## src/rtl/mem_pkg.sv

```systemverilog
// Shared memory-side types: maskmode encodings and the buffered store entry.
package mem_pkg;

  localparam int unsigned MEM_DW = 32;

  localparam logic [1:0] MASK_BYTE = 2'b00;
  localparam logic [1:0] MASK_HALF = 2'b01;
  localparam logic [1:0] MASK_WORD = 2'b10;

  typedef struct packed {
    logic [MEM_DW-1:0] addr;
    logic [MEM_DW-1:0] data;
    logic [1:0]        maskmode;
  } sb_entry_t;

  // Reserved encoding 11 behaves as a full word.
  function automatic logic [1:0] norm_mask(input logic [1:0] m);
    return (m == 2'b11) ? MASK_WORD : m;
  endfunction

endpackage

```

## src/rtl/store_buffer_match.sv

```systemverilog
// Parallel word-address compare of a load against all valid entries;
// reports the youngest (closest to tail) matching entry.
module store_buffer_match
  import mem_pkg::*;
#(
  parameter int unsigned DATA_WIDTH = 32,
  parameter int unsigned DEPTH      = 4
) (
  input  sb_entry_t [DEPTH-1:0]         entries,
  input  logic [DEPTH-1:0]              valid,
  input  logic [$clog2(DEPTH)-1:0]      head,
  input  logic [DATA_WIDTH-1:0]         ld_addr,
  output logic                          match_c,
  output logic                          word_c,
  output logic [DATA_WIDTH-1:0]         data_c
);

  localparam int unsigned PW = $clog2(DEPTH);

  logic [MEM_DW-1:0] la_c;
  assign la_c = MEM_DW'(ld_addr);

  // Walk oldest to youngest so a later match overrides an earlier one.
  always_comb begin
    match_c = 1'b0;
    word_c  = 1'b0;
    data_c  = '0;
    for (int unsigned k = 0; k < DEPTH; k++) begin
      if (valid[head + PW'(k)] &&
          (((entries[head + PW'(k)].addr ^ la_c) & ~MEM_DW'(3)) == '0)) begin
        match_c = 1'b1;
        word_c  = (entries[head + PW'(k)].maskmode == MASK_WORD);
        data_c  = DATA_WIDTH'(entries[head + PW'(k)].data);
      end
    end
  end

endmodule

```

## src/rtl/store_buffer.sv

```systemverilog
// Store buffer: circular FIFO of pending stores drained to data memory, with load conflict checks.
// Define STORE_BUFFER_FWD_EN to forward matching word stores to loads instead of stalling.
module store_buffer
  import mem_pkg::*;
#(
  parameter int unsigned DATA_WIDTH = 32,
  parameter int unsigned DEPTH      = 4
) (
  input  logic                  clk,
  input  logic                  rst,
  input  logic                  st_valid,
  output logic                  st_ready,
  input  logic [DATA_WIDTH-1:0] st_addr,
  input  logic [DATA_WIDTH-1:0] st_data,
  input  logic [1:0]            st_maskmode,
  input  logic                  ld_valid,
  input  logic [DATA_WIDTH-1:0] ld_addr,
  output logic                  ld_hit,
  output logic [DATA_WIDTH-1:0] ld_fwd_data,
  output logic                  ld_stall,
  output logic                  mem_write,
  output logic [1:0]            mem_maskmode,
  output logic [DATA_WIDTH-1:0] mem_address,
  output logic [DATA_WIDTH-1:0] mem_write_data,
  input  logic                  mem_busy,
  output logic                  sb_empty
);

  localparam int unsigned PW = $clog2(DEPTH);
  localparam int unsigned CW = PW + 1;

  sb_entry_t [DEPTH-1:0] ent_q, ent_d;
  logic [DEPTH-1:0]      vld_q, vld_d;
  logic [PW-1:0]         head_q, head_d, tail_q, tail_d;
  logic [CW-1:0]         cnt_q, cnt_d;
  logic                  empty_c, push_c, pop_c;
  logic                  m_match, m_word;
  logic [DATA_WIDTH-1:0] m_data;

  assign empty_c  = (cnt_q == '0);
  assign st_ready = (cnt_q < CW'(DEPTH));
  assign push_c   = st_valid && st_ready;
  assign pop_c    = !empty_c && !mem_busy;
  assign sb_empty = empty_c;

  // Memory fields read zero while empty so stale entries never leak out.
  assign mem_write      = pop_c;
  assign mem_maskmode   = empty_c ? MASK_BYTE : ent_q[head_q].maskmode;
  assign mem_address    = empty_c ? '0 : DATA_WIDTH'(ent_q[head_q].addr);
  assign mem_write_data = empty_c ? '0 : DATA_WIDTH'(ent_q[head_q].data);

  always_comb begin
    ent_d  = ent_q;
    vld_d  = vld_q;
    head_d = head_q;
    tail_d = tail_q;
    cnt_d  = cnt_q + CW'(push_c) - CW'(pop_c);
    if (push_c) begin
      ent_d[tail_q] = '{addr: MEM_DW'(st_addr), data: MEM_DW'(st_data),
                        maskmode: norm_mask(st_maskmode)};
      vld_d[tail_q] = 1'b1;
      tail_d        = tail_q + PW'(1);
    end
    if (pop_c) begin
      vld_d[head_q] = 1'b0;
      head_d        = head_q + PW'(1);
    end
  end

  always_ff @(posedge clk or posedge rst) begin
    if (rst) begin
      vld_q  <= '0;
      head_q <= '0;
      tail_q <= '0;
      cnt_q  <= '0;
    end else begin
      vld_q  <= vld_d;
      head_q <= head_d;
      tail_q <= tail_d;
      cnt_q  <= cnt_d;
    end
  end

  // Payload needs no reset; validity alone qualifies it.
  always_ff @(posedge clk) begin
    ent_q <= ent_d;
  end

  store_buffer_match #(
    .DATA_WIDTH (DATA_WIDTH),
    .DEPTH      (DEPTH)
  ) u_match (
    .entries (ent_q),
    .valid   (vld_q),
    .head    (head_q),
    .ld_addr (ld_addr),
    .match_c (m_match),
    .word_c  (m_word),
    .data_c  (m_data)
  );

`ifdef STORE_BUFFER_FWD_EN
  assign ld_hit      = ld_valid && m_match && m_word;
  assign ld_stall    = ld_valid && m_match && !m_word;
  assign ld_fwd_data = ld_hit ? m_data : '0;
`else
  logic unused_fwd;
  assign unused_fwd  = ^{m_word, m_data};
  assign ld_hit      = 1'b0;
  assign ld_stall    = ld_valid && m_match;
  assign ld_fwd_data = '0;
`endif

endmodule
```

## config.mk

```make
export PLATFORM = sky130hd
export DESIGN_NAME = store_buffer
export DESIGN_NICKNAME = d
export VERILOG_FILES = /design/src/rtl/mem_pkg.sv /design/src/rtl/store_buffer_match.sv /design/src/rtl/store_buffer.sv
export SDC_FILE = /design/constraint.sdc
export NUM_CORES = 1
export LEC_CHECK = 0
export CORE_ASPECT_RATIO = 1.25
export CORE_MARGIN = 1
export CORE_UTILIZATION = 45
export CTS_BUF_LIST = sky130_fd_sc_hd__clkbuf_8
export DETAILED_ROUTE_END_ITERATION = 8
export PLACE_DENSITY = 0.68
export SKIP_LAST_GASP = 1
export SYNTH_ARGS = -nofsm -noshare
export SYNTH_HDL_FRONTEND = slang
export SYNTH_SLANG_ARGS = --single-unit
```

## constraint.sdc

```tcl
create_clock -name clk -period 6.3 [get_ports clk]
set_clock_uncertainty 0.2 [all_clocks]
set_input_delay 1.26 -clock clk [delete_from_list [all_inputs] [get_ports clk]]
set_output_delay 1.26 -clock clk [all_outputs]
set_load 0.1 [all_outputs]
```

# Yosys cells after proc, flatten, opt, wreduce, memory -nomap -nowiden
# Cells that the tools add are included.
# word_totals
out_inout_bits	103
inputBits	103
reg_bits	275
wordCells	87
# op_classes
n_eq_ne	1
n_reduce_logical	16
muxes	33
magnitude_cmp	8
n_bitwise	7
addsub	6
# op_table
cell	count
66-bit binary-select mux with 2-bit select	4
66-bit two-way mux	5
264-bit bitwise mux	1
66-bit demux with 2-bit select	1
32-bit logical NOT	4
32-bit XOR	4
32-bit two-way mux	2
2-bit by 3-bit less-than comparator with 1-bit output (second input constant)	5
1-bit two-way mux	10
1-bit logical AND	9
1-bit binary-select mux with 2-bit select	4
4-bit two-way mux	2
2-bit by 1-bit adder with 2-bit output (second input constant)	2
2-bit adder (second input constant)	2
4-bit bitwise AND	1
1-bit demux with 2-bit select	2
2-bit by 1-bit greater-or-equal comparator with 1-bit output (second input constant)	2
2-bit two-way mux	2
4-bit inverter	1
4-bit OR	1
3-bit by 1-bit adder with 3-bit output	1
3-bit logical NOT	1
3-bit less-than comparator (second input constant)	1
3-bit by 1-bit subtractor with 3-bit output	1
2 further kinds	3

# Longest topological paths before layout
# logic_depth
ltp_word	10
ltp_mapped	18
mapped_depth_nobuf	9

# Modules after synthesis
# From an unflattened synthesis, not the netlist that was laid out.
# hier_totals
cells_unflattened	1600
area_unflattened_um2	19849.0
# by_module_without_submodules
module	n_inst	cells_per_inst	area_per_inst_um2	seq_area_each_um2
store_buffer	1	506	10815.4	8202.9
store_buffer_match	1	1094	9033.7	0.0

# Least setup slack after synthesis
# No wires, ideal clock.
# synth_path
path_kind	reg-to-output
startpoint	reg head_q[0]
endpoint	out ld_stall
path_stages_with_launch	18
slack_ns	0.581
t_arrival_ns	4.259
t_required_ns	4.840
cell_sequence	dfrtp_1 -> buf_6 -> buf_6 -> buf_6 -> inv_2 -> buf_2 -> buf_1 -> ha_1 -> buf_4 -> buf_4 -> buf_4 -> buf_2 -> mux4_2 -> xor2_1 -> a2111oi_0 -> nand4_1 -> o22ai_1 -> a221o_1
# synth_via
elab_chain_cells	10
word_cells_on_any_way	36
classes_between	add/sub (3); mux (20); bitwise (4); reduce/logical (9)
# synth_lines
item	line	source
from (decl)	store_buffer.sv:34	logic [PW-1:0] head_q, head_d, tail_q, tail_d;
from (signal assigned)	store_buffer.sv:73	head_q <= '0;
from (signal assigned)	store_buffer.sv:78	head_q <= head_d;
2-bit by 1-bit adder with 2-bit output / 66-bit binary-select mux with 2-bit select (equally long branches)	store_buffer_match.sv:29, store_buffer_match.sv:30	
66-bit binary-select mux with 2-bit select / 66-bit two-way mux (equally long branches)	store_buffer_match.sv:30	(((entries[head + PW'(k)].addr ^ la_c) & ~MEM_DW'(3)) == '0)) begin
66-bit two-way mux (implied by the code) / 32-bit XOR (equally long branches)	store_buffer_match.sv:30	
32-bit XOR / 32-bit logical NOT (equally long branches)	store_buffer_match.sv:30	
32-bit logical NOT / 1-bit logical AND (equally long branches)	store_buffer_match.sv:30, store_buffer_match.sv:29	
1-bit logical AND / 1-bit two-way mux (equally long branches)	store_buffer_match.sv:29	if (valid[head + PW'(k)] &&
1-bit two-way mux (2 in series)	store_buffer_match.sv:29	
1-bit two-way mux (*)	store_buffer_match.sv:29	
1-bit logical AND (*)	store_buffer.sv:110	assign ld_stall = ld_valid && m_match;
to (decl)	store_buffer.sv:20	output logic ld_stall,
# Mark *: on every way between the ends. The rest lies on a longest branch, timed or not. The select of a mux whose other input is x is not followed.

# Final worst setup path
# Same ends and word-level chain as after synthesis.

==> results.sh <==
export IMPL_outcome="complete, but fails checks"
export IMPL_violations="design-rule violations"
export IMPL_clkTransAtPathRegs_ns=0.06
export IMPL_core_area_mm2=0.03278
export IMPL_final_common_cell="edfxtp_1"
export IMPL_ys_warn_count=0
export IMPL_synth_area_mm2=0.01503
export IMPL_cts_resized_gates=0
export IMPL_clockRootBuffer="clkbuf_8"
export IMPL_antenna_cells=0
export IMPL_setup_violations=0
export IMPL_cts_buffer_depth=3
export IMPL_gp_congestion=0.9130
export IMPL_grt_max_degree=119
export IMPL_drive_gt1_share_pct=21.67
export IMPL_syn_inst=960
export IMPL_numCtsBuffers=44
export IMPL_rsz0062_at_grt="no"
export IMPL_max_cap_viol_count=0
export IMPL_dieHeight_um=206.3
export IMPL_setup_tns_ns=0
export IMPL_slew_violations=0
export IMPL_fmax_mhz=171.9
export IMPL_seq_area_mm2=0.008210
export IMPL_grtUsageTotal_pct=22.44
export IMPL_hpwl_mm=25.60
export IMPL_min_path_type="flip-flop to flip-flop"
export IMPL_startpoint_type="flip-flop"
export IMPL_cts_hold_buffers=0
export IMPL_synth_flop_cell="edfxtp_1"
export IMPL_drt_iter0_drc=643
export IMPL_slew_headroom_pct=34.60
export IMPL_ant_nets=0
export IMPL_yosys_area_top_type_share_pct=52.75
export IMPL_hold_viol_final=0
export IMPL_ys_seq_area_share_pct=54.58
export IMPL_cts_tree="yes"
export IMPL_row_count=74
export IMPL_nNetsFinal=1247
export IMPL_vias_per_cell=5.770
export IMPL_ioPinCount=206
export IMPL_netlist_top_cells_area="edfxtp_1 (53%), mux4_2 (18%), mux2i_1 (4.5%)"
export IMPL_synthArstFlopShare_pct=4.000
export IMPL_dr_pass1_iters=8
export IMPL_final_cell_mix="edfxtp_1 (264), clkdlybuf4s50_1 (135), mux4_2 (121)"
export IMPL_area_growth_pct=17.39
export IMPL_clkLatencyLatePin_ns=0.56
export IMPL_min_period_ns=5.817
export IMPL_place_area_mm2=0.01690
export IMPL_met2_usage_pct=37.93
export IMPL_cts_htree_levels=2
export IMPL_worstSetupPathType="flip-flop to primary output"
export IMPL_synth_edf_count=264
export IMPL_dieArea_mm2=0.03414
export IMPL_multi_input_area_mm2=0.006252
export IMPL_synth_top_area_cell="edfxtp_1"
export IMPL_grt_pass1_vias=9173
export IMPL_drc_errors=38
export IMPL_dpl_worst_slack_ns=0.8833
export IMPL_cp_required_ns=4.84
export IMPL_antenna_found_initial=3
export IMPL_grt_use_met1_pct=27.88
export IMPL_tightest_slew_ns=0.9780
export IMPL_final_area_mm2=0.01764
export IMPL_chipWidth_um=165.5
export IMPL_clock_sinks=275
export IMPL_grt_pass1_wl_mm=55.77
export IMPL_grtUsageMet3_pct=5.218
export IMPL_overflow=0
export IMPL_critical_path_endpoint_type="primary output"
export IMPL_yosysUniqueCellTypes=56
export IMPL_cp_arrival_ns=4.36
export IMPL_setup_slack_ns=0.4828
export IMPL_synth_area_per_cell_um2=15.66
export IMPL_cts_setup_buffers=0
export IMPL_vias=9122
export IMPL_drt_wl_total_mm=37.22
export IMPL_wire_per_inst_um=23.54
export IMPL_timing_final_crit_share_pct=92.34
export IMPL_ys_ff_latch=275
export IMPL_grt_busiest_layer="met2"
export IMPL_port_buffers=170
export IMPL_utilization_pct=53.83
export IMPL_path_max_fanout=31
export IMPL_num_fill_cells=2723
export IMPL_start_util_pct=45.85
## registers in the layout, summed over array words and instances, names as in the netlist
register / cells
head_q: 2
vld_q: 4
ent_q: 264
cnt_q: 3
tail_q: 2
## kinds of logic (layout without fill, tap and decap cells)
logic type	count (synthesis)	count (layout)	share of synthesized area, %
muxes	199	199	23.62
buffers and inverters	121	292	4.804
and+or+nand+nor	153	153	5.619
xor gates and xnor gates	101	101	5.886
DFF	275	275	54.58
AOI/OAI and AO/OA	99	99	4.504
other	1	33	0.02495
adders and majority gates	11	11	0.9657
## synth_stat cells (6+ instances only)
| cell type | instances |
|---|---|
| nor4_1 | 11 |
| o21ai_0 | 24 |
| a21oi_1 | 12 |
| buf_2 | 18 |
| mux2_2 | 8 |
| clkbuf_1 | 24 |
| a211oi_1 | 6 |
| ha_1 | 10 |
| buf_4 | 43 |
| nor2_1 | 24 |
| nor2b_1 | 62 |
| buf_6 | 9 |
| nand4_1 | 12 |
| o211ai_1 | 6 |
| o22ai_1 | 13 |
| nand2_1 | 25 |
| edfxtp_1 | 264 |
| dfrtp_1 | 11 |
| mux4_2 | 121 |
| xnor2_1 | 67 |
| inv_1 | 19 |
| mux2i_1 | 67 |
| xor2_1 | 34 |
## layout make-up
class                           count  share of cell area, %
Clock buffer                       44                  3.432
Timing Repair Buffer              195                  10.42
Inverter                           21                 0.4468
Multi-Input combinational cell    596                  35.44
Sequential cell                   275                  46.54
Tap cell                          418                  2.964
Clock inverter                     32                 0.7588
## metal layers
metal | part of all wire (%) | vias up
li1 | - | 4080
met1 | 39 | 4622
met2 | 51 | 349
met3 | 7.3 | 67
met4 | 3.4 | 4
met5 | 0.067 | -
## worst paths after layout
kind	from	to	slack (ns)	cells past startpoint
worst min-delay path	cnt_q[0]	cnt_q[0]	0.33	1
min in group asynchronous	rst	cnt_q[2]	0.82	2
max in group asynchronous	rst	head_q[0]	4.72	2
worst min register to register	cnt_q[0]	cnt_q[0]	0.33	1
worst max-delay path	head_q[0]	ld_stall	0.48	10
worst max register to register	cnt_q[2]	cnt_q[2]	3.25	10
## metrics by stage
| step | hold WS, ns | std cells |
|---|---|---|
| 5_1_grt | 0.3669 | 1581 |
| 4_1_cts | 0.3301 | 1581 |
| 3_5_place_dp | 0.3168 | 1505 |
| 2_1_floorplan | 0.2797 | 992 |
| 6_report | 0.3290 | 1581 |
| 3_3_place_gp | 0.3176 | 1505 |
## critical path, cell delays in order (launching register included)
cell	delay, ns
dfrtp_4	0.55
inv_2	0.08
ha_4	0.62
buf_4	0.33
mux4_2	0.53
xor2_1	0.15
nor4_1	0.60
o2111ai_1	0.20
nor4_1	0.24
a221o_1	0.26
buf_12	0.20
Power is left out: the tool's default activity adds up to more than one toggle a clock period on the data nets, which glitch-free logic cannot reach.
